==> src/rtl/pic_priority_ack_ctrl.sv <==
// rtl/pic_priority_ack_ctrl.sv - 8259 priority resolver, INTA sequencer, ISR and EOI handling
module pic_priority_ack_ctrl #(
    parameter int SYNC_STAGES = 2
) (
    input  logic       clk,
    input  logic       reset,
    input  logic [7:0] irr,
    input  logic [7:0] imr,
    input  logic [4:0] vector_base,
    input  logic       aeoi,
    input  logic       rotate,
    input  logic       eoi_ns,
    input  logic       eoi_sp,
    input  logic [2:0] eoi_level,
    input  logic       inta,
    output logic       int_req,
    output logic [2:0] ack_idx,
    output logic       ack_pulse,
    output logic [7:0] isr,
    output logic [7:0] data_out,
    output logic       data_oe
);

    typedef enum logic [1:0] {IDLE, ACK1, ACK2, DRIVE} state_t;

    state_t                 state_q, state_d;
    logic [SYNC_STAGES-1:0] inta_sync_q;
    logic                   inta_prev_q;
    logic                   inta_s, inta_rise, inta_fall;
    logic [2:0]             lowest_prio_q, lowest_prio_d;
    logic [7:0]             isr_q, isr_d, isr_set, isr_clr;
    logic [2:0]             idx_q, idx_d;
    logic                   idx_valid_q, idx_valid_d;
    logic                   int_req_q, int_req_d;
    logic [2:0]             ack_idx_q, ack_idx_d;
    logic                   ack_pulse_q, ack_pulse_d;
    logic [7:0]             data_out_q, data_out_d;
    logic                   data_oe_q, data_oe_d;

    logic [2:0] shift;
    logic [3:0] req_pos, isr_pos;
    logic       cand_valid, hi_valid;
    logic [2:0] cand_idx, hi_idx;

    // Rotate so bit 0 holds the highest-priority level, then the lowest set bit wins.
    function automatic logic [7:0] rot8(input logic [7:0] v, input logic [2:0] sh);
        logic [15:0] dbl;
        dbl  = {v, v} >> sh;
        rot8 = dbl[7:0];
    endfunction

    function automatic logic [3:0] first_set(input logic [7:0] v);
        first_set = 4'd8;
        for (int i = 7; i >= 0; i--) begin
            if (v[i]) first_set = 4'(i);
        end
    endfunction

    assign shift      = lowest_prio_q + 3'd1;
    assign req_pos    = first_set(rot8(irr & ~imr, shift));
    assign isr_pos    = first_set(rot8(isr_q, shift));
    assign cand_valid = (req_pos != 4'd8) && (req_pos < isr_pos);
    assign cand_idx   = req_pos[2:0] + shift;
    assign hi_valid   = (isr_pos != 4'd8);
    assign hi_idx     = isr_pos[2:0] + shift;

    assign inta_s    = inta_sync_q[SYNC_STAGES-1];
    assign inta_rise = inta_s & ~inta_prev_q;
    assign inta_fall = ~inta_s & inta_prev_q;

    // Synchronizer resets high so an inta still asserted across reset cannot fake a rise.
    always_ff @(posedge clk or posedge reset) begin
        if (reset) begin
            inta_sync_q <= '1;
            inta_prev_q <= 1'b1;
        end else begin
            inta_sync_q <= {inta_sync_q[SYNC_STAGES-2:0], inta};
            inta_prev_q <= inta_s;
        end
    end

    always_comb begin
        state_d       = state_q;
        isr_set       = '0;
        isr_clr       = '0;
        lowest_prio_d = lowest_prio_q;
        idx_d         = idx_q;
        idx_valid_d   = idx_valid_q;
        int_req_d     = 1'b0;
        ack_idx_d     = ack_idx_q;
        ack_pulse_d   = 1'b0;
        data_out_d    = data_out_q;
        data_oe_d     = data_oe_q;

        if (eoi_sp) begin
            isr_clr[eoi_level] = 1'b1;
        end else if (eoi_ns && hi_valid) begin
            isr_clr[hi_idx] = 1'b1;
            if (rotate) lowest_prio_d = hi_idx;
        end

        case (state_q)
            IDLE: begin
                if (inta_rise) begin
                    state_d     = ACK1;
                    idx_d       = cand_valid ? cand_idx : 3'd7;
                    idx_valid_d = cand_valid;
                    if (cand_valid) begin
                        isr_set[cand_idx] = 1'b1;
                        ack_pulse_d       = 1'b1;
                        ack_idx_d         = cand_idx;
                    end
                end else begin
                    int_req_d = cand_valid;
                end
            end
            ACK1: if (inta_fall) state_d = ACK2;
            ACK2: begin
                if (inta_rise) begin
                    state_d    = DRIVE;
                    data_out_d = {vector_base, idx_q};
                    data_oe_d  = 1'b1;
                end
            end
            DRIVE: begin
                if (inta_fall) begin
                    state_d   = IDLE;
                    data_oe_d = 1'b0;
                    if (aeoi && idx_valid_q) begin
                        isr_clr[idx_q] = 1'b1;
                        if (rotate) lowest_prio_d = idx_q;
                    end
                end
            end
            default: state_d = IDLE;
        endcase

        isr_d = (isr_q & ~isr_clr) | isr_set;
    end

    always_ff @(posedge clk or posedge reset) begin
        if (reset) begin
            state_q       <= IDLE;
            lowest_prio_q <= 3'd7;
            isr_q         <= '0;
            idx_q         <= 3'd7;
            idx_valid_q   <= 1'b0;
            int_req_q     <= 1'b0;
            ack_idx_q     <= '0;
            ack_pulse_q   <= 1'b0;
            data_out_q    <= '0;
            data_oe_q     <= 1'b0;
        end else begin
            state_q       <= state_d;
            lowest_prio_q <= lowest_prio_d;
            isr_q         <= isr_d;
            idx_q         <= idx_d;
            idx_valid_q   <= idx_valid_d;
            int_req_q     <= int_req_d;
            ack_idx_q     <= ack_idx_d;
            ack_pulse_q   <= ack_pulse_d;
            data_out_q    <= data_out_d;
            data_oe_q     <= data_oe_d;
        end
    end

    assign int_req   = int_req_q;
    assign ack_idx   = ack_idx_q;
    assign ack_pulse = ack_pulse_q;
    assign isr       = isr_q;
    assign data_out  = data_out_q;
    assign data_oe   = data_oe_q;

endmodule

==> config.mk <==
export PLATFORM = sky130hd
export DESIGN_NAME = pic_priority_ack_ctrl
export DESIGN_NICKNAME = d
export VERILOG_FILES = /design/src/rtl/pic_priority_ack_ctrl.sv
export SDC_FILE = /design/constraint.sdc
export NUM_CORES = 1
export LEC_CHECK = 0
export BUFFER_PORTS_ARGS = -buffer_cell sky130_fd_sc_hd__buf_4
export CAP_MARGIN = 10
export CORE_MARGIN = 1.5
export CORE_UTILIZATION = 58
export CTS_BUF_LIST = sky130_fd_sc_hd__clkbuf_4 sky130_fd_sc_hd__clkbuf_8
export DETAILED_ROUTE_END_ITERATION = 10
export PLACE_DENSITY = 0.83
export SLEW_MARGIN = 25
export SYNTH_ARGS = -nofsm -noshare
export SYNTH_HDL_FRONTEND = slang
export SYNTH_SLANG_ARGS = --single-unit
export TNS_END_PERCENT = 100
==> constraint.sdc <==
create_clock -name clk -period 4.4 [get_ports clk]
set_clock_uncertainty 0.2 [all_clocks]
set_input_delay 0.22 -clock clk [delete_from_list [all_inputs] [get_ports clk]]
set_output_delay 0.22 -clock clk [all_outputs]
set_load 0.01 [all_outputs]
==> flow_results.org, run 1 <==
** STA
- Summed over all failing endpoints, the final setup total negative slack is 0 ns.
- Ratio of final minimum period to clock period :: 96.6%
- Final count of pins violating max slew :: 0
- In this run the tightest slew margin relative to its limit is 64.6%.
- For the pin with the worst max-slew slack, the measured transition is 0.526 ns.
- RSZ-0062 raised after global routing :: false
- Counting I/O delays and the setup requirement, the final critical path takes 4.25 ns.
- Setup violations remaining at the end of the flow were counted as 0.
- The number of failing hold endpoints at the final stage came to 0.
- For this run, the top clock speed supported by timing is 235 MHz.

** Finish
- Layout overhead on the synthesized area :: 24.2%
- The final layout contains 393 nets.
- 0 antenna diodes ended up in the layout.
- Leaving out fill and tap cells, the most frequent cells in the layout are buf_4 (60), nand2_1 (27), dfrtp_1 (25), nor2_1 (21), nand2b_1 (19).
- Measured on the finished design, the core utilization comes to 75.6%.
- Share of final-layout standard cells stronger than drive strength 1 :: 33.3%
- After filler insertion, the fill cell instance count of the layout stands at 327.
- The library cell used most frequently in the layout, excluding fill and tap cells, is buf_4.

** Logic synthesis
- Synthesized instance count :: 283
- Counting flops and latches in the post-synthesis netlist gives 34.
- Sequential cell area fraction in the yosys report :: 29.8%
- For this run, the number of Yosys warnings is 0.
- Share of flip-flops with an asynchronous set or reset :: 100%
- Summing every instance area after synthesis gives 2890 sq um.
- Yosys mapped a number of flops with a built-in enable equal to 0.
- Post-Synthesis Net Count :: 326
- In the synthesized netlist the dominant register cell turns out to be dfrtp_1.
- Post-Synthesis Mean Instance Area :: 10.2 sq um
- Unique masters post-synth :: 58

** Worst setup path
- The worst setup path is captured at a flip-flop.
- For this run, the slowest stage of the critical path takes 0.56 ns.
- Critical Path RT :: 4.38 ns
- Worst setup path class :: flip-flop to flip-flop
- CP arrival :: 4.24 ns
- The slowest stage of the critical path belongs to the cell dfstp_2.
- Launching point of the worst reg2reg path :: lowest_prio_q[0]$_DFF_PP1_
- Along the worst path, the maximum fanout reaches 8.
- Worst reg2reg path depth :: 12
- For flop-to-flop paths, the worst setup slack is 0.15 ns.
- The critical path goes through ha_2, buf_4, mux4_2, or4_1, nand3_1, and2_1, ha_1, o211a_1, a21boi_1, a211oi_2, and2_2, mux2_4.
- Startpoint of the most critical setup path :: lowest_prio_q[0]$_DFF_PP1_
- The worst register-to-register path ends at ack_idx[0]$_DFFE_PP0P_.
- The worst setup path is launched from a flip-flop.

** Floorplanning
- The die is 73.6 microns tall.
- Number of placed I/O pins :: 53
- After floorplanning, the core was divided into 25 placement rows.
- The core region is 4750 sq um.
- Initial standard-cell utilization of the core :: 60.8%
- Area of the die :: 5420 sq um
- The die is 73.6 microns wide.

** Hold path
- The worst hold path terminates at lowest_prio_q[0]$_DFF_PP1_.
- Along the worst hold path, the cell count comes to 3.
- Min-delay src :: rotate
- In this run the worst hold path is classified as primary input to flip-flop.

** Clock network
- For the worst-skew pair, the clock arrives at the later sink with an insertion delay of 0.29 ns.
- CTS built an H-tree with a depth of 2.
- Counting the buffers created by CTS gives 5.
- Clock-pin slew was measured on the worst setup and hold paths at 0.08 ns.
- TritonCTS built the clock tree.
- In this run the post-CTS setup repair buffer count came out at 0.
- Clk root buf :: clkbuf_8
- Counting every sink on the clock net gives 34.
- Clock Path Buffers :: 2

** GRT
- First-pass GRT wire length :: 11.9 mm
- Entering global routing, the biggest net connects 35 pins.
- In the global route stage, overall resource usage came out at 28.6%.
- Initial antenna violation count :: 0
- After global routing the overflow that remains totals 0.
- Vias in the first global route :: 2470

** Routing
- DRC Markers :: 0
- Via density :: 6.26
- Number of antenna-violating nets in the routed design :: 0
- Routed wire length per instance :: 17.6 microns
- Initial DRT Pass Iterations :: 5
- Wires add up to 7.37 mm.
- Violation count after the first detailed-route iteration :: 128
- Via total after detailed routing :: 2615

** Run
- Across the run, the number of max-cap violations was 0.

** Placed design
- Summed over all nets, the half-perimeter wirelength after detailed placement is 5.30 mm.
- Input/output buffers :: 52
- The congestion estimate from routability-driven global placement came to 0.919.

** Outcome
- The run finished with clean final reports.
-- final cells by class --
class	count	area (sq um)	share of cell area, %
clock buffer	5	68.8	1.92
clock inverter	3	68.8	1.92
inverter	9	33.8	0.940
multi-input combinational	232	1940	54.0
sequential	34	862	24.0
tap	67	83.8	2.33
timing repair buffer	68	536	14.9
-- critical path, delay by kind of cell, from the launching register on --
family | cells | cell delay, ns
adder cells (fa/ha/maj) | 2 | 0.54
buffers and inverters | 1 | 0.21
AND/OR/NAND/NOR | 4 | 1.16
flip-flops | 1 | 0.56
multiplexers | 2 | 0.86
AO/OA/AOI/OAI | 3 | 0.61
-- cells by family (layout without fill, tap and decap cells) --
kind of cell,count (synthesis),after routing,share of synthesized area (%)
buffers and inverters,17,85,3.42
multiplexers,38,38,22.7
flip-flops,34,34,29.8
adder cells (fa/ha/maj),12,12,5.71
XOR/XNOR,7,7,2.38
AND/OR/NAND/NOR,110,110,20.4
AO/OA/AOI/OAI,65,65,15.6
-- worst max-delay path by stage --
stage                     slack (ns)                     end
after floorplan                 0.34  ack_idx[0]$_DFFE_PP0P_
after CTS                       0.03  ack_idx[0]$_DFFE_PP0P_
after global placement          0.21  ack_idx[1]$_DFFE_PP0P_
after detailed placement        0.04  ack_idx[0]$_DFFE_PP0P_
final                           0.15  ack_idx[0]$_DFFE_PP0P_
after global routing            0.01  ack_idx[2]$_DFFE_PP0P_
-- synth_stat cells (4+ instances only) --
master    instances  share of area [%]
nand2_1          27                3.5
dfrtp_1          25                 22
nor2_1           21                2.7
nand2b_1         19                4.1
a21oi_1          13                2.2
mux2_2           11                4.3
mux4_2           11                8.6
o21ai_0          11                1.9
ha_1             10                4.3
dfstp_2           9                8.2
inv_1             8                1.0
o22ai_1           8                1.7
mux2i_1           7                2.4
mux4_1            7                6.4
nand3_1           6                1.0
nor3_1            6                1.0
nor4_1            5                1.1
o221ai_1          5                1.5
nor2b_1           4               0.86
o211ai_1          4                1.0
or4_1             4                1.0
-- per-layer routing --
| metal | track usage, % | routed length (microns) | vias to the layer above |
|---|---|---|---|
| li1 | - | - | 1223 |
| met1 | 37.1 | 3040 | 1294 |
| met2 | 49.2 | 3900 | 83 |
| met3 | 4.94 | 327 | 15 |
| met4 | 7.82 | 106 | 0 |
| met5 | 0 | 0 | - |
-- state kept, by name (all words and copies together), names as in the netlist --
name	count
data_out	8
isr	8
ack_idx	3
idx_q	3
lowest_prio_q	3
inta_sync_q	2
state_q	2
ack_pulse	1
data_oe	1
idx_valid_q	1
int_req	1
inta_prev_q	1
-- repair_timing --
action / CTS / global route
hold buffers: 7 / 0
setup endpoints to repair: 0 / 6
hold endpoints to repair: 31 / 0
resized for setup: 0 / 5
-- per-stage QoR --
step | hold slack (ns) | setup slack [ns] | area, sq um | std cells
final | 0.101 | 0.149 | 3590 | 418
after global routing | 0.112 | 0.0144 | 3590 | 418
after CTS | 0.0880 | 0.0271 | 3580 | 418
after detailed placement | 0.131 | 0.0398 | 3370 | 403
after global placement | 0.130 | 0.208 | 3370 | 403
after floorplan | 0.0245 | 0.335 | 2890 | 283
Power of run 1 is not shown: default switching activity piles up to over one toggle a cycle in this logic, so the estimate is an artifact.
==> run 2: changes to the inputs <==
--- a/config.mk
+++ b/config.mk
@@ -11,6 +11,7 @@
 export CORE_UTILIZATION = 58
 export CTS_BUF_LIST = sky130_fd_sc_hd__clkbuf_4 sky130_fd_sc_hd__clkbuf_8
 export DETAILED_ROUTE_END_ITERATION = 10
+export MAX_ROUTING_LAYER = met4
 export PLACE_DENSITY = 0.83
 export SLEW_MARGIN = 25
 export SYNTH_ARGS = -nofsm -noshare
==> flow_results.org, run 2 (synthesis gave the netlist of run 1 again) <==
** Floorplanning
- Row generation in the floorplan step produced 25 rows.
- The die is 73.6 microns wide.
- Area of the core :: 4750 sq um
- 53 I/O pins were placed.
- The floorplan step defined a die boundary enclosing 5420 sq um.
- Vertical die dimension :: 73.6 microns
- For this configuration, the core starts out at a cell density of 60.8%.

** Routing
- DRC Markers :: 0
- For this block, the via count after detailed routing is 2614.
- Via density :: 6.27
- Total Wirelength :: 7.37 mm
- Violation count after the first detailed-route iteration :: 261
- The first detailed-routing pass ran for 4 iterations.
- Once detail routing completed, the nets flagged for antenna violations numbered 0.
- In the final routed layout, each cell accounts on average for 17.7 microns.

** Clock network
- Clock buffers created by TritonCTS :: 5
- Clk root buf :: clkbuf_8
- TritonCTS built the clock tree.
- Number of H-tree levels :: 2
- Post-CTS Setup Inserts :: 0
- No sink is reached through more buffers than the 2 on the longest clock path.
- After clock tree synthesis, the clock-pin slew on the worst setup and hold paths is 0.07 ns.
- Insertion delay to the later sink of the worst-skew pair :: 0.29 ns
- Clk sinks :: 34

** Finish
- Commonest non-fill, non-tap cell in the layout :: buf_4
- The post-route netlist has 33.1% of its cells at a drive strength greater than 1.
- Compared with the post-synthesis result, the final layout area differs by 22.5%.
- Diodes inserted :: 0
- Leaving out fill and tap cells, the most frequent cells in the layout are buf_4 (59), nand2_1 (27), dfrtp_1 (25), nor2_1 (21), nand2b_1 (19).
- After the last flow step, the layout net total stands at 392.
- With fillers left out, the area of the finished cells amounts to 3540 sq um.

** STA
- The count of pins over their slew limit was 0.
- Dividing the final minimum period by the clock period gives 96.4%.
- Tightest Pin Transition :: 0.526 ns
- Relative slew slack :: 64.7%
- Setup violations remaining at the end of the flow were counted as 0.
- Maximum frequency from static timing analysis :: 236 MHz
- Counting I/O delays and the setup requirement, the final critical path takes 4.24 ns.
- Hold slack final :: 0.0843 ns
- The number of failing hold endpoints at the final stage was 0.

** GRT
- The via count of the first global-routing pass came to 2475.
- Entering global routing, the biggest net connects 35 pins.
- First-pass GRT wire length :: 11.8 mm
- Total Routing Usage GR :: 29.5%
- After global routing the overflow that remains totals 0.
- Initial antenna violation count :: 0

** Placed design
- Half-perimeter wire length after detailed placement :: 5.37 mm
- Input/output buffers :: 52
- The congestion estimate from routability-driven global placement came to 0.940.
- Once placement finished, the instance area stood at 3360 sq um.

** Hold path
- Min-delay src :: rotate
- Along the worst hold path, the cell count comes to 3.
- The tightest min-delay check is of the primary input to flip-flop type.
- End point of the worst hold path :: lowest_prio_q[0]$_DFF_PP1_

** Worst setup path
- Worst setup path class :: flip-flop to flip-flop
- Startpoint type of the worst setup path :: flip-flop
- Reg-to-reg critical path endpoint :: isr[2]$_DFF_PP0_
- Worst reg2reg path depth :: 13
- CP arrival :: 4.24 ns
- Launching point of the worst reg2reg path :: lowest_prio_q[0]$_DFF_PP1_
- Of all nets on the critical path, the largest fanout is 6.
- R2r setup slk :: 0.16 ns
- Critical Path RT :: 4.40 ns
- Endpoint kind of the worst setup timing path :: flip-flop

** Outcome
- The run finished with clean final reports.

** Run
- Max-cap violations in this run came to 0.
[run 2: repair_timing]
| action | CTS | global route |
|---|---|---|
| setup endpoints to repair | 0 | 7 |
| gates resized for setup | 0 | 5 |
| endpoints found under the hold margin | 31 | 0 |
| hold buffers | 7 | 0 |
[run 2: worst max path at each step]
stage / startpoint / endpoint / slack, ns / depth (start not counted)
2_1_floorplan: lowest_prio_q[0]$_DFF_PP1_ / ack_idx[0]$_DFFE_PP0P_ / 0.34 / 12
3_3_place_gp: lowest_prio_q[0]$_DFF_PP1_ / ack_idx[1]$_DFFE_PP0P_ / 0.21 / 14
3_5_place_dp: lowest_prio_q[0]$_DFF_PP1_ / ack_idx[1]$_DFFE_PP0P_ / 0.04 / 12
4_1_cts: lowest_prio_q[0]$_DFF_PP1_ / ack_idx[1]$_DFFE_PP0P_ / 0.03 / 12
5_1_grt: lowest_prio_q[0]$_DFF_PP1_ / ack_idx[1]$_DFFE_PP0P_ / -0.0007 / 12
6_report: lowest_prio_q[0]$_DFF_PP1_ / isr[2]$_DFF_PP0_ / 0.16 / 13
[run 2: final cells by class]
cell class	instances	area, sq um
Fill cell	352	1210
Tap cell	67	83.8
Inverter	9	33.8
Clock buffer	6	82.6
Multi-Input combinational cell	232	1940
Timing Repair Buffer	67	528
Sequential cell	34	862
Clock inverter	2	12.5
[run 2: worst max-delay path, cell delays in order (launching register included)]
cell	delay, ns
dfstp_2	0.56
ha_2	0.24
xor2_2	0.24
buf_4	0.20
mux4_1	0.28
mux2_2	0.30
a211oi_1	0.26
o31ai_1	0.17
ha_1	0.24
fa_1	0.39
xnor2_1	0.19
xor2_1	0.35
nand2_1	0.25
o22ai_1	0.26
[run 2: per-stage QoR]
stage,setup WS (ns),TNS (ns),util (%),instances
detailed placement,0.0406,0,70.7,402
CTS,0.0339,0,74.2,417
global placement,0.212,0,70.7,402
global route,-0.000709,-0.000726,74.5,417
finish,0.161,0,74.5,417
floorplan,0.335,0,-,283
[run 2: metal layers]
metal  global-route usage [%]  vias up  routed length (microns)
met2                     50.9       88                     3910
met5                        -        -                        0
met4                     8.02        0                      133
met3                     3.98       15                      413
li1                         -     1221                        -
met1                     36.4     1290                     2910
Power of run 2 is left out for the same reason.
